--- src/rtl/universal_shift_reg_param_if.sv ---
// ============================================================================
// Module   : universal_shift_reg_param_if
// Brief    : Control, data and status bundle for the universal shift register.
// Revision : 1.0 - initial release
// ============================================================================
`default_nettype none

interface universal_shift_reg_param_if #(
  parameter int WIDTH = 8,
  parameter int CNT_W = 4
);
  logic             en_i;
  logic [2:0]       mode_i;
  logic             sin_lo_i;
  logic             sin_hi_i;
  logic [WIDTH-1:0] pin_i;
  logic             start_i;
  logic [CNT_W-1:0] len_i;
  logic [WIDTH-1:0] pout_o;
  logic             sout_lo_o;
  logic             sout_hi_o;
  logic             busy_o;
  logic             done_o;

  modport slave (
    input  en_i, mode_i, sin_lo_i, sin_hi_i, pin_i, start_i, len_i,
    output pout_o, sout_lo_o, sout_hi_o, busy_o, done_o
  );

  modport master (
    output en_i, mode_i, sin_lo_i, sin_hi_i, pin_i, start_i, len_i,
    input  pout_o, sout_lo_o, sout_hi_o, busy_o, done_o
  );
endinterface

`default_nettype wire

--- src/rtl/universal_shift_reg_param.sv ---
// ============================================================================
// Module   : universal_shift_reg_param
// Brief    : WIDTH-bit universal shift register, eight modes, burst repeater.
// Revision : 1.0 - initial release
// ============================================================================
`default_nettype none

module universal_shift_reg_param #(
  parameter int WIDTH = 8,
  parameter int CNT_W = 4
) (
  input  logic                        clk,
  input  logic                        rst_n,
  universal_shift_reg_param_if.slave  bus
);

  localparam logic [2:0] c_MODE_HOLD = 3'b000;
  localparam logic [2:0] c_MODE_SHU  = 3'b001;
  localparam logic [2:0] c_MODE_SHD  = 3'b010;
  localparam logic [2:0] c_MODE_LOAD = 3'b011;
  localparam logic [2:0] c_MODE_ROU  = 3'b100;
  localparam logic [2:0] c_MODE_ROD  = 3'b101;
  localparam logic [2:0] c_MODE_ASD  = 3'b110;
  localparam logic [2:0] c_MODE_CLR  = 3'b111;

  localparam logic [CNT_W-1:0] c_CNT_ZERO = '0;
  localparam logic [CNT_W-1:0] c_CNT_ONE  = {{(CNT_W-1){1'b0}}, 1'b1};

  typedef enum logic [0:0] {
    ST_IDLE = 1'b0,
    ST_RUN  = 1'b1
  } state_t;

  state_t           r_state;
  state_t           w_state_nxt;
  logic [2:0]       r_mode;
  logic [2:0]       w_mode_nxt;
  logic [CNT_W-1:0] r_cnt;
  logic [CNT_W-1:0] w_cnt_nxt;
  logic             r_done;
  logic             w_done_nxt;
  logic [WIDTH-1:0] r_q;
  logic [WIDTH-1:0] w_q_nxt;
  logic             r_sout_lo;
  logic             r_sout_hi;
  logic             w_sout_lo_nxt;
  logic             w_sout_hi_nxt;
  logic             w_apply;
  logic [2:0]       w_op;

  // Sequencer: decides whether an op happens this edge and which one.
  always_comb begin
    w_state_nxt = r_state;
    w_mode_nxt  = r_mode;
    w_cnt_nxt   = r_cnt;
    w_done_nxt  = 1'b0;
    w_apply     = 1'b0;
    w_op        = bus.mode_i;
    case (r_state)
      ST_IDLE: begin
        if (bus.start_i) begin
          if (bus.len_i != c_CNT_ZERO) begin
            w_state_nxt = ST_RUN;
            w_mode_nxt  = bus.mode_i;
            w_cnt_nxt   = bus.len_i;
          end else begin
            w_done_nxt  = 1'b1;
          end
        end else if (bus.en_i) begin
          w_apply = 1'b1;
        end
      end
      ST_RUN: begin
        w_apply   = 1'b1;
        w_op      = r_mode;
        w_cnt_nxt = r_cnt - c_CNT_ONE;
        if (r_cnt == c_CNT_ONE) begin
          w_state_nxt = ST_IDLE;
          w_done_nxt  = 1'b1;
        end
      end
      default: begin
        w_state_nxt = ST_IDLE;
      end
    endcase
  end

  // Datapath: serial-out flags only move on ops of their own direction or clear.
  always_comb begin
    w_q_nxt       = r_q;
    w_sout_lo_nxt = r_sout_lo;
    w_sout_hi_nxt = r_sout_hi;
    if (w_apply) begin
      case (w_op)
        c_MODE_HOLD: begin
          w_q_nxt = r_q;
        end
        c_MODE_SHU: begin
          w_q_nxt       = {r_q[WIDTH-2:0], bus.sin_lo_i};
          w_sout_hi_nxt = r_q[WIDTH-1];
        end
        c_MODE_SHD: begin
          w_q_nxt       = {bus.sin_hi_i, r_q[WIDTH-1:1]};
          w_sout_lo_nxt = r_q[0];
        end
        c_MODE_LOAD: begin
          w_q_nxt = bus.pin_i;
        end
        c_MODE_ROU: begin
          w_q_nxt       = {r_q[WIDTH-2:0], r_q[WIDTH-1]};
          w_sout_hi_nxt = r_q[WIDTH-1];
        end
        c_MODE_ROD: begin
          w_q_nxt       = {r_q[0], r_q[WIDTH-1:1]};
          w_sout_lo_nxt = r_q[0];
        end
        c_MODE_ASD: begin
          w_q_nxt       = {r_q[WIDTH-1], r_q[WIDTH-1:1]};
          w_sout_lo_nxt = r_q[0];
        end
        c_MODE_CLR: begin
          w_q_nxt       = '0;
          w_sout_lo_nxt = 1'b0;
          w_sout_hi_nxt = 1'b0;
        end
        default: begin
          w_q_nxt = r_q;
        end
      endcase
    end
  end

  always_ff @(posedge clk or negedge rst_n) begin
    if (!rst_n) begin
      r_state   <= ST_IDLE;
      r_mode    <= c_MODE_HOLD;
      r_cnt     <= c_CNT_ZERO;
      r_done    <= 1'b0;
      r_q       <= '0;
      r_sout_lo <= 1'b0;
      r_sout_hi <= 1'b0;
    end else begin
      r_state   <= w_state_nxt;
      r_mode    <= w_mode_nxt;
      r_cnt     <= w_cnt_nxt;
      r_done    <= w_done_nxt;
      r_q       <= w_q_nxt;
      r_sout_lo <= w_sout_lo_nxt;
      r_sout_hi <= w_sout_hi_nxt;
    end
  end

  assign bus.pout_o    = r_q;
  assign bus.sout_lo_o = r_sout_lo;
  assign bus.sout_hi_o = r_sout_hi;
  assign bus.busy_o    = (r_state == ST_RUN);
  assign bus.done_o    = r_done;

endmodule

`default_nettype wire

--- src/flat_wrapper.sv ---
// flat-port wrapper written by rule: the top's interface ports become plain ports
module universal_shift_reg_param_flat 
#(
  parameter int WIDTH = 8,
  parameter int CNT_W = 4
)
  (clk, rst_n, bus_en_i, bus_mode_i, bus_sin_lo_i, bus_sin_hi_i, bus_pin_i, bus_start_i, bus_len_i, bus_pout_o, bus_sout_lo_o, bus_sout_hi_o, bus_busy_o, bus_done_o);
  universal_shift_reg_param_if #(.WIDTH(WIDTH), .CNT_W(CNT_W)) bus_i ();
  input  logic clk;
  input  logic rst_n;
  input wire logic [$bits(bus_i.en_i)-1:0] bus_en_i;
  input wire logic [$bits(bus_i.mode_i)-1:0] bus_mode_i;
  input wire logic [$bits(bus_i.sin_lo_i)-1:0] bus_sin_lo_i;
  input wire logic [$bits(bus_i.sin_hi_i)-1:0] bus_sin_hi_i;
  input wire logic [$bits(bus_i.pin_i)-1:0] bus_pin_i;
  input wire logic [$bits(bus_i.start_i)-1:0] bus_start_i;
  input wire logic [$bits(bus_i.len_i)-1:0] bus_len_i;
  output wire logic [$bits(bus_i.pout_o)-1:0] bus_pout_o;
  output wire logic [$bits(bus_i.sout_lo_o)-1:0] bus_sout_lo_o;
  output wire logic [$bits(bus_i.sout_hi_o)-1:0] bus_sout_hi_o;
  output wire logic [$bits(bus_i.busy_o)-1:0] bus_busy_o;
  output wire logic [$bits(bus_i.done_o)-1:0] bus_done_o;
  assign bus_i.en_i = bus_en_i;
  assign bus_i.mode_i = bus_mode_i;
  assign bus_i.sin_lo_i = bus_sin_lo_i;
  assign bus_i.sin_hi_i = bus_sin_hi_i;
  assign bus_i.pin_i = bus_pin_i;
  assign bus_i.start_i = bus_start_i;
  assign bus_i.len_i = bus_len_i;
  assign bus_pout_o = bus_i.pout_o;
  assign bus_sout_lo_o = bus_i.sout_lo_o;
  assign bus_sout_hi_o = bus_i.sout_hi_o;
  assign bus_busy_o = bus_i.busy_o;
  assign bus_done_o = bus_i.done_o;
  universal_shift_reg_param #(.WIDTH(WIDTH), .CNT_W(CNT_W)) u_core (.clk(clk), .rst_n(rst_n), .bus(bus_i));
endmodule
--- config.mk ---
export PLATFORM = sky130hd
export DESIGN_NAME = universal_shift_reg_param_flat
export DESIGN_NICKNAME = d
export VERILOG_FILES = /design/src/rtl/universal_shift_reg_param_if.sv /design/src/rtl/universal_shift_reg_param.sv /design/src/flat_wrapper.sv
export SDC_FILE = /design/constraint.sdc
export NUM_CORES = 1
export LEC_CHECK = 0
export ABC_AREA = 1
export CAP_MARGIN = 10
export CORE_ASPECT_RATIO = 1.5
export CORE_MARGIN = 5
export CORE_UTILIZATION = 50
export DETAILED_ROUTE_END_ITERATION = 16
export PLACE_DENSITY = 0.77
export SETUP_SLACK_MARGIN = 0.4
export SLEW_MARGIN = 20
export SYNTH_ARGS = -nofsm -noshare
export SYNTH_HDL_FRONTEND = slang
export SYNTH_SLANG_ARGS = --single-unit
--- constraint.sdc ---
create_clock -name clk -period 3.6 [get_ports clk]
set_input_delay 0.36 -clock clk [delete_from_list [all_inputs] [get_ports clk]]
set_output_delay 0.36 -clock clk [all_outputs]
set_load 0.005 [all_outputs]
==> run metrics <==
Fin Setup TNS=0 ps; vias=1317; CTS root buffer=clkbuf_8; RePlAce Congestion=0.8430; FF+latch count, synth=19; crit share post-route=50.37%; initial antenna violation count=0; largest net degree at the start of global routing=20; max layer used=met4; Worst-Margin Slew=868.5 ps; # Max-Cap Violations=0; Worst Hold Class=register to register; Setup CP Type=register to output pin; max-slew violation count=0; Clock Pin Slew Worst Setup and Hold Paths=80 ps; Fin. Hold Viols=0; WL met3=178 um; Critical Path, Cell by Cell=clkdlybuf4s50_1; CTS max path bufs=2; critical path peak fanout=11; core box area=0.002676 mm2; syn_area_per_cell=7.541 um2; HPWL after DPL=2.628 mm; Std-Cell Rows=23; pwr dens=943.8 mW/mm2; Nets=242; Die ar.=0.003969 mm2; Leakage=0.0008497 uW; Boundary Pins=33; cts repair resizes=0; Top delay family on crit path=flip-flops; Syn Nets=208; routed vias/inst=5.165; post-synthesis sequential area ratio=34.08%; crit path launch type=register; crit path buf inv count=1; Initial Utilization=52.13%; CTS Hold Bufs=0; area grow syn2layout=26.55%; Synth Instances=185; distinct cell type count after synthesis=25; Port Buf Inserts=32; Tot Pwr=1666 uW; DRT Wirelength=3.270 mm; TritonCTS Sinks=19; RSZ-0062 raised after global routing=no; Total Routing Usage GR=19.46%; ANT nets after route=0; Synth Cell Area=0.001395 mm2; min cycle time layout=1813 ps; WP data arrival=1450 ps; layout cells sized above 1=15.14%; Iteration-0 DRC Markers=54; CTS tree=built; Critical Path Sink Type=output pin; Die Ht=74.70 um; setup slack at placement=1745 ps; Die W=53.13 um; final setup vio count=0; worst setup margin=1787 ps; CTS Buf Count=3; ANT cells=0; Critical Path RT=3240 ps; post-CTS setup repair buffer count=0; WL met2=1.684 mm; Max stage delay on crit path=600 ps; Ys Warns=0; Max VDD drop=0.4947 mV; grt total ovfl=0; DRC errors left=0; fmax=0.5514 GHz; 1st-pass router iterations=5; worst rel slew slack=41.92%; first-pass GRT wire length=5.878 mm; vias in the first global route=1331; outcome=finished, final reports clean; Filler Cell Count=244; DR WL/cell=12.82 um; clock latency on the worst-skew pair=260 ps; clock skew=3.475 ps; crit path max-delay cell type=dfrtp_1; met1 WL=1.366 mm; H-Tree Depth=1
## state kept, by name, summed over array words and instances (netlist names)
| register | count |
|---|---|
| u_core.r_mode | 3 |
| u_core.bus.sout_hi_o | 1 |
| u_core.bus.pout_o | 8 |
| u_core.bus.busy_o | 1 |
| u_core.bus.sout_lo_o | 1 |
| u_core.r_cnt | 4 |
| u_core.bus.done_o | 1 |
## cell families (layout without fill, tap and decap cells)
logic type | count (synthesis) | count (layout) | synth area share [%]
XOR/XNOR | 1 | 1 | 0.6279
AND/OR/NAND/NOR | 133 | 133 | 50.76
adder cells (fa/ha/maj) | 2 | 2 | 1.793
AO/OA/AOI/OAI | 12 | 12 | 5.201
buffers and inverters | 18 | 51 | 7.533
flip-flops | 19 | 19 | 34.08
## placed cells by master, fill, tap and decap left out, types with 4 or more instances in the layout
master | Yosys | layout
clkdlybuf4s50_1 | 0 | 32
nor2_2 | 6 | 6
inv_1 | 12 | 12
nand2_2 | 5 | 5
nor2_1 | 24 | 24
dfrtp_1 | 19 | 19
nand2_1 | 56 | 56
nand2_8 | 4 | 4
nand3_2 | 4 | 4
nand3_1 | 26 | 26
nand2_4 | 5 | 5
o21ai_0 | 4 | 4
## where the power goes
| group | leakage (uW) | switching [uW] | total [uW] | internal [uW] |
|---|---|---|---|---|
| logic | 0.000596 | 629 | 1070 | 444 |
| clock network | 0.0000255 | 75.0 | 152 | 77.1 |
| registers | 0.000228 | 117 | 441 | 324 |
| total | 0.000850 | 821 | 1670 | 845 |
## per-stage QoR
step                      util [%]  cells  hold WS [ps]  instance area (um2)
after floorplan                  -    185         64.41                 1395
after global placement       64.24    251         468.4                 1719
after detailed placement     64.24    251         464.0                 1719
after CTS                    65.97    255         481.2                 1765
after global routing         65.97    255         519.7                 1765
final                        65.97    255         482.7                 1765
## worst paths after layout
path / startpoint / endpoint / slack [ps] / cells past startpoint
setup / recovery: u_core.bus.busy_o$_DFF_PN0_ / bus_busy_o / 1790 / 1
hold / removal: u_core.bus.sout_hi_o$_DFFE_PN0P_ / u_core.bus.sout_hi_o$_DFFE_PN0P_ / 480 / 2
setup reg to reg: u_core.bus.busy_o$_DFF_PN0_ / u_core.bus.pout_o[5]$_DFFE_PN0P_ / 1810 / 8
hold reg to reg: u_core.bus.sout_hi_o$_DFFE_PN0P_ / u_core.bus.sout_hi_o$_DFFE_PN0P_ / 480 / 2
max in group asynchronous: rst_n / u_core.bus.pout_o[0]$_DFFE_PN0P_ / 2470 / 1
min in group asynchronous: rst_n / u_core.bus.pout_o[3]$_DFFE_PN0P_ / 590 / 1
## cell type report
class / instances / area, um2 / share of cell area, %
Inverter: 15 / 62.56 / 3.544
Clock buffer: 3 / 41.29 / 2.339
Timing Repair Buffer: 32 / 320.3 / 18.14
Multi-Input combinational cell: 148 / 814.5 / 46.14
Tap cell: 37 / 46.29 / 2.622
Sequential cell: 19 / 475.5 / 26.93
Clock inverter: 1 / 5.005 / 0.2835
## tightest hold or removal path, cell delays in order, from the launching register on
cell     delay, ps
dfrtp_1        350
nand2_1         50
nand2_1         50
## layer usage
metal / global-route usage, % / up-vias
li1: - / 656
met1: 22.95 / 613
met2: 35.91 / 41
met3: 2.772 / 7
met4: 5.682 / 0
met5: 0 / -
## cells in the mapped netlist
cell	instances	area (um2)
nand2_4	5	56.30
a21oi_1	3	15.01
o311ai_0	1	8.760
ha_1	2	25.02
xor2_1	1	8.760
dfrtp_1	19	475.5
o21ai_2	1	8.760
o211ai_1	2	15.01
o21ai_0	4	20.02
nand2_1	56	210.2
nor2_2	6	37.54
nand3_1	26	130.1
nor2_8	1	20.02
inv_1	12	45.04
nand4_1	1	6.260
nor2_1	24	90.09
nand2_2	5	31.28
o21ai_1	1	5.000
inv_4	2	12.51
or2_1	1	6.260
nand2_8	4	80.08
buf_6	2	22.52
clkinv_2	1	5.000
buf_12	1	20.02
nand3_2	4	40.04
No activity file was read; power rests on OpenSTA's default activity.
